<file path="src/rtl/trap_sequencer.sv">
// Trap/mret sequencer: takes one event from EX, writes the trap CSRs, then redirects fetch.
// Optional macro TRAP_VECTORED_EN enables vectored interrupt targets when mtvec[1:0] == 2'b01.
module trap_sequencer (
    input  logic        clk,
    input  logic        rst_n,
    input  logic        valid_in,
    input  logic [31:0] pc_in,
    input  logic        interrupt_pending,
    input  logic        mie,
    input  logic [31:0] interrupt_cause,
    input  logic        ecall_in,
    input  logic        ebreak_in,
    input  logic        mret_in,
    input  logic [31:0] mtvec,
    input  logic [31:0] mepc,
    input  logic        mpie,
    output logic        csr_trap_we,
    output logic [31:0] trap_mepc,
    output logic [31:0] trap_mcause,
    output logic        mstatus_we,
    output logic        mie_next,
    output logic        mpie_next,
    output logic        stall_pipeline,
    output logic        redirect_valid,
    input  logic        redirect_ready,
    output logic [31:0] redirect_addr,
    output logic        flush_pipeline,
    output logic [15:0] trap_count
);

    typedef enum logic [1:0] {IDLE, SAVE, RESTORE, REDIRECT} state_t;

    state_t      state_q, state_d;
    logic [31:0] pc_q, pc_d;
    logic [31:0] cause_q, cause_d;
    logic [31:0] target_q, target_d;
    logic        mieSampled_q, mieSampled_d;
    logic [15:0] count_q, count_d;

    logic        takeIrq;
    logic [31:0] trapBase;
    logic [31:0] irqTarget;
    logic        csrWe, mstatusWe, mieNext, mpieNext, stall, redirValid, flush;
    logic [31:0] trapMepc, trapMcause, redirAddr;
    logic        unusedBits;

    assign takeIrq  = interrupt_pending & mie;
    assign trapBase = {mtvec[31:2], 2'b00};

`ifdef TRAP_VECTORED_EN
    assign irqTarget  = (mtvec[1:0] == 2'b01)
                      ? trapBase + {25'd0, interrupt_cause[4:0], 2'b00}
                      : trapBase;
    assign unusedBits = ^interrupt_cause[31:5];
`else
    assign irqTarget  = trapBase;
    assign unusedBits = ^{interrupt_cause[31:5], mtvec[1:0]};
`endif

    always_ff @(posedge clk) begin
        if (!rst_n) begin
            state_q      <= IDLE;
            pc_q         <= 32'd0;
            cause_q      <= 32'd0;
            target_q     <= 32'd0;
            mieSampled_q <= 1'b0;
            count_q      <= 16'd0;
        end else begin
            state_q      <= state_d;
            pc_q         <= pc_d;
            cause_q      <= cause_d;
            target_q     <= target_d;
            mieSampled_q <= mieSampled_d;
            count_q      <= count_d;
        end
    end

    always_comb begin
        state_d      = state_q;
        pc_d         = pc_q;
        cause_d      = cause_q;
        target_d     = target_q;
        mieSampled_d = mieSampled_q;
        count_d      = count_q;
        csrWe        = 1'b0;
        mstatusWe    = 1'b0;
        mieNext      = 1'b0;
        mpieNext     = 1'b0;
        stall        = 1'b0;
        redirValid   = 1'b0;
        flush        = 1'b0;
        trapMepc     = 32'd0;
        trapMcause   = 32'd0;
        redirAddr    = 32'd0;

        case (state_q)
            IDLE: begin
                if (valid_in) begin
                    if (takeIrq) begin
                        state_d      = SAVE;
                        pc_d         = pc_in;
                        cause_d      = {1'b1, 26'd0, interrupt_cause[4:0]};
                        target_d     = irqTarget;
                        mieSampled_d = mie;
                    end else if (ecall_in) begin
                        state_d      = SAVE;
                        pc_d         = pc_in;
                        cause_d      = 32'd11;
                        target_d     = trapBase;
                        mieSampled_d = mie;
                    end else if (ebreak_in) begin
                        state_d      = SAVE;
                        pc_d         = pc_in;
                        cause_d      = 32'd3;
                        target_d     = trapBase;
                        mieSampled_d = mie;
                    end else if (mret_in) begin
                        state_d  = RESTORE;
                        target_d = mepc;
                    end
                end
            end
            SAVE: begin
                csrWe      = 1'b1;
                mstatusWe  = 1'b1;
                trapMepc   = pc_q;
                trapMcause = cause_q;
                mieNext    = 1'b0;
                mpieNext   = mieSampled_q;
                stall      = 1'b1;
                state_d    = REDIRECT;
            end
            RESTORE: begin
                mstatusWe = 1'b1;
                mieNext   = mpie;
                mpieNext  = 1'b1;
                stall     = 1'b1;
                state_d   = REDIRECT;
            end
            REDIRECT: begin
                stall      = 1'b1;
                redirValid = 1'b1;
                redirAddr  = target_q;
                if (redirect_ready) begin
                    flush   = 1'b1;
                    count_d = count_q + 16'd1;
                    state_d = IDLE;
                end
            end
            default: state_d = IDLE;
        endcase
    end

    // Outputs are forced low while rst_n is asserted so an abandoned trap never writes CSRs or flushes.
    assign csr_trap_we    = rst_n & csrWe;
    assign mstatus_we     = rst_n & mstatusWe;
    assign mie_next       = rst_n & mieNext;
    assign mpie_next      = rst_n & mpieNext;
    assign stall_pipeline = rst_n & stall;
    assign redirect_valid = rst_n & redirValid;
    assign flush_pipeline = rst_n & flush;
    assign trap_mepc      = rst_n ? trapMepc   : 32'd0;
    assign trap_mcause    = rst_n ? trapMcause : 32'd0;
    assign redirect_addr  = rst_n ? redirAddr  : 32'd0;
    assign trap_count     = rst_n ? count_q    : 16'd0;

endmodule
</file>
<file path="config.mk">
export PLATFORM = sky130hd
export DESIGN_NAME = trap_sequencer
export DESIGN_NICKNAME = d
export VERILOG_FILES = /design/src/rtl/trap_sequencer.sv
export SDC_FILE = /design/constraint.sdc
export NUM_CORES = 1
export LEC_CHECK = 0
export BUFFER_PORTS_ARGS = -buffer_cell sky130_fd_sc_hd__buf_4
export CAP_MARGIN = 20
export CORE_AREA = 2 2 112 114
export DETAILED_ROUTE_END_ITERATION = 10
export DIE_AREA = 0 0 114 116
export GPL_TIMING_DRIVEN = 0
export PLACE_DENSITY = 0.7
export SYNTH_ARGS = -nofsm -noshare
export SYNTH_HDL_FRONTEND = slang
export SYNTH_SLANG_ARGS = --single-unit
</file>
<file path="constraint.sdc">
create_clock -name clk -period 4.3 [get_ports clk]
set_input_delay 0.86 -clock clk [delete_from_list [all_inputs] [get_ports clk]]
set_output_delay 0.86 -clock clk [all_outputs]
set_load 0.005 [all_outputs]
</file>
* Word level (Yosys, flattened, before mapping)
Index checks and enable logic that the tools add are counted.
** Operators by class
- Mux-type cells :: 35
- Eq/ne operators :: 6
- Bitwise gates (word level) :: 8
- Reduce and logical (&&, ||, !) cells :: 9
- Add/sub/neg operators :: 1
** Operators with widths (count)
- 32-bit 2-to-1 mux :: 16
- 16-bit by 1-bit adder with 16-bit output, second input constant :: 1
- 16-bit 2-to-1 mux :: 1
- 2-bit 2-to-1 mux :: 6
- 1-bit 2-to-1 mux :: 10
- 3-bit AND reduction :: 3
- 1-bit bitwise AND :: 8
- 2-bit one-hot mux with 3 select lines :: 1
- 5-bit != test, second input constant :: 1
- 2-bit equality test, second input constant :: 2
- 2-bit != test, second input constant :: 2
- 4-bit nonzero test :: 1
- 3-bit nonzero test :: 1
- 3-bit OR reduction :: 1
- 2-bit by 1-bit equality test with 1-bit output, second input constant :: 1
- 2-bit logical NOT :: 1
- 1-bit one-hot mux with 2 select lines :: 1
- 2-bit AND reduction :: 1
- 2-bit OR reduction :: 1
** Storage, ports and cells
- Bits of input ports :: 138
- Word-level logic and storage cells :: 65
- Flip-flop bits (word level) :: 115
- Output and inout port bits :: 119

* Longest topological paths before layout
- Depth after elaboration :: 6
- Mapped depth :: 8

* Worst setup path after synthesis
OpenSTA, ideal clock, no wires.
- Path type :: input to output
- Start :: input rst_n
- End :: output stall_pipeline
- Stages on the path :: 4
- Data arrival time :: 1.608 ns
- Path slack :: 1.832 ns
- Path buffers :: 2
- Path through :: inv_1 clkbuf_1 buf_1 nor2_1
** On the way
- Longest elaborated chain between the ends :: 1
** RTL lines
- start: declaration :: line 5 : input logic rst_n,
- 1-bit bitwise AND :: line 159 : assign stall_pipeline = rst_n & stall;
- end: declaration :: line 23 : output logic stall_pipeline,
Every way passes these cells.

* Worst setup path in the final report
- Start :: input rst_n
- End :: output flush_pipeline
** On the way
- Longest elaborated chain between the ends :: 1
** RTL lines
- 1-bit bitwise AND :: line 161 : assign flush_pipeline = rst_n & flush;
- end: declaration :: line 27 : output logic flush_pipeline,
Every way passes these cells.

==> impl_metrics.csv <==
group,metric,value,unit
clock_network,htree_levels,3,
yosys,avgSynthCellArea,8.367,um^2
yosys,async_reset_ff_frac,0,
cells_and_area,fill_cells,1092,
setup_path,crit_chain,"buf_4 > clkbuf_1 > clkbuf_1 > and3_1 > buf_4",
floorplan,core,0.01191,mm^2
floorplan,ios,257,
flow_run,drv_cap,0,
drt,ant_nets,0,
sta,finalSetupViolCount,0,
drt,drt-pass1-iter-count,4,
yosys,post-synth-top-area-cell,"dfxtp_1",
clock_network,clockBufferDepth,2,
setup_path,slowest_stage,"clkbuf_1",
setup_path,required,3.44,ns
placed_design,globalplace.congestion,0.8325,
clock_network,cts.repair.resized,0,
cells_and_area,n_antenna_cell,0,
cells_and_area,nNetsFinal,925,
setup_path,cp.buffers_inverters,4,
drt,wl,14090,um
sta,clock.fmax,312.4,MHz
floorplan,fp-row-count,40,
clock_network,clk_pin_slew,0.06,ns
yosys,synth_edf_count,0,
global_routing,grt_pass1_vias,4522,
clock_network,clock_sinks,89,
drt,vias_per_cell,4.966,
yosys,yosysSeqAreaShare,0.3914,
sta,period_needed,3.201,ns
drt,wl_per_cell,15.10,um
drt,dr.first_iter.drc_count,245,
setup_path,slowest_delay,0.51,ns
setup_path,cp-startpoint,"rst_n",
sta,slew_violations,0,
clock_network,cts_buffers,9,
setup_path,r2r_start,"state_q[0]$_SDFFE_PN0P_",
clock_network,cts_tree,"done",
drt,via_count,4633,
clock_network,clk_latency,0.34,ns
cells_and_area,final_common_cell,"buf_4",
setup_path,crit_path_start_kind,"input pin",
floorplan,die_h,116,um
setup_path,crit_fanout,10,
min_path,min_from,"pc_q[7]$_SDFFE_PN0P_",
yosys,synthesis.area,0.004552,mm^2
sta,finClkSkew,0.007151,ns
floorplan,start_util,0.3821,
yosys,yosys-top-cells-area,"dfxtp_1 39%, and3_1 9.9%, nand2_1 8.0%",
pwr,power.leakage,3.460,nW
pwr,power_density,402.3,mW/mm^2
min_path,hp-class,"register to register",
global_routing,overflow,0,
floorplan,die_area,0.01322,mm^2
sta,final_hold_viol_count,0,
sta,finalCritPeriodShare,0.7444,
clock_network,cts-root-buf,"clkbuf_16",
clock_network,cts_hold_buf,0,
setup_path,cpLargestDelayFamily,"buffers and inverters",
pwr,peakVddDrop,0.0001581,V
cells_and_area,synthToLayoutAreaGrowth,46.37,%
drt,post-route-drc-count,0,
sta,grt_setup_unrepaired,"false",
cells_and_area,layout_common_cells,"232 x buf_4, 97 x nand2_1, 89 x dfxtp_1",
global_routing,grt_antenna_before_repair,0,
sta,setup_tns,0,ns
yosys,yosysWarnings,0,
setup_path,critPathArrivalTime,2.34,ns
yosys,synth-seq-cells,89,
global_routing,grt_pass1_wl,21690,um
placed_design,port_buffers,201,
global_routing,grt_max_degree,14,
cells_and_area,fin_util,0.5593,
global_routing,grt_util_all_layers,0.2080,
setup_path,crit_path_end_kind,"primary output",
clock_network,post_cts_buffers,0,
placed_design,dp_hpwl,11080,um
setup_path,path_class,"input pin to primary output",
yosys,synthCells,544,
floorplan,fp.dieW,114,um
yosys,synth-main-ff-cell,"dfxtp_1",
sta,max_slew_margin,0.5921,
run_status,outcome,"finished, final reports clean",
yosys,yosysUniqueCellTypes,39,
sta,tightest_slew,0.6118,ns
cells_and_area,drive_gt1_frac,0.3308,
yosys,yosysTopAreaCellShare,0.3914,
==> power breakdown <==
group	switching, mW	leakage [nW]	internal, mW
Combinational	0.444	2.57	0.345
Sequential	0.0683	0.729	0.968
Clock	0.313	0.157	0.542
Total	0.826	3.46	1.85
==> cells in the mapped netlist, types with 2 or more instances <==
master,n
buf_4,31
a22oi_1,2
buf_1,3
a311oi_1,2
and3_1,72
a21boi_1,2
o221a_2,2
inv_1,5
clkbuf_1,29
ha_1,6
buf_6,2
nand4_1,5
dfxtp_1,89
and2_1,18
mux2_2,3
o21ai_0,4
nand2_1,97
o211a_1,19
a21oi_1,38
nor2b_1,2
nor2_1,33
a211oi_1,11
or3_1,2
mux2i_1,30
buf_2,4
xor2_1,9
and4_1,6
nand3_1,7
==> final timing paths <==
check | endpoint | slack (ns) | cells past startpoint
max | flush_pipeline | 1.10 | 5
min | pc_q[7]$_SDFFE_PN0P_ | 0.45 | 2
max reg2reg | pc_q[26]$_SDFFE_PN0P_ | 2.12 | 7
min reg2reg | pc_q[7]$_SDFFE_PN0P_ | 0.45 | 2
==> metrics by stage <==
| stage | cells | hold WS (ns) | instance area (um^2) | total power, mW | setup WS [ns] |
|---|---|---|---|---|---|
| 2_1_floorplan | 569 | 0.4306 | 4646 | 1.536 | 1.832 |
| 3_3_place_gp | 917 | 0.4375 | 6339 | 1.819 | 1.084 |
| 3_5_place_dp | 917 | 0.4426 | 6339 | 1.850 | 1.054 |
| 4_1_cts | 933 | 0.4516 | 6663 | 2.703 | 1.053 |
| 5_1_grt | 933 | 0.4752 | 6663 | 2.837 | 0.9766 |
| 6_report | 933 | 0.4501 | 6663 | 2.681 | 1.099 |
==> worst reg2reg max path, cell delays in order, from the launching register on <==
cell and delay, ns:
dfxtp_1 0.33, inv_1 0.13, ha_1 0.33, nand2_1 0.22, nor2_2 0.42, clkbuf_1 0.42
nand2_1 0.11, a21oi_1 0.13
==> layout make-up <==
class	count	area, um^2	area share
buffer	69	395.4	0.05934
multi-input combinational	406	2450	0.3677
clock inverter	2	60.06	0.009014
inverter	5	18.77	0.002817
timing repair buffer	201	1509	0.2265
clock buffer	14	264.0	0.03962
sequential	89	1782	0.2674
tap	147	183.9	0.02761
==> sequential cells by signal (all words and copies together), names as in the netlist <==
name,cells
pc_q,32
mieSampled_q,1
count_q,16
cause_q,6
state_q,2
target_q,32
==> cell families (layout without fill, tap and decap cells) <==
kind of cell / after synthesis / count (layout) / share of synthesized area
AOI/OAI and AO/OA: 85 / 85 / 0.1388
muxes: 34 / 34 / 0.07587
other: 1 / 26 / 0.0008238
adders and majority gates: 6 / 6 / 0.01649
and+or+nand+nor: 246 / 246 / 0.2683
xor gates and xnor gates: 9 / 9 / 0.01732
DFF: 89 / 89 / 0.3914
buffers and inverters: 74 / 291 / 0.09098
==> layer usage <==
layer  vias to the layer above  track usage  wire, um
li1                       2301            -         -
met1                      2097       0.2364      5619
met2                       206       0.3714      6951
met3                        29      0.04446      1110
met4                         0       0.1016       405
met5                         -            0         0
Power figures use the tool's default switching activity.
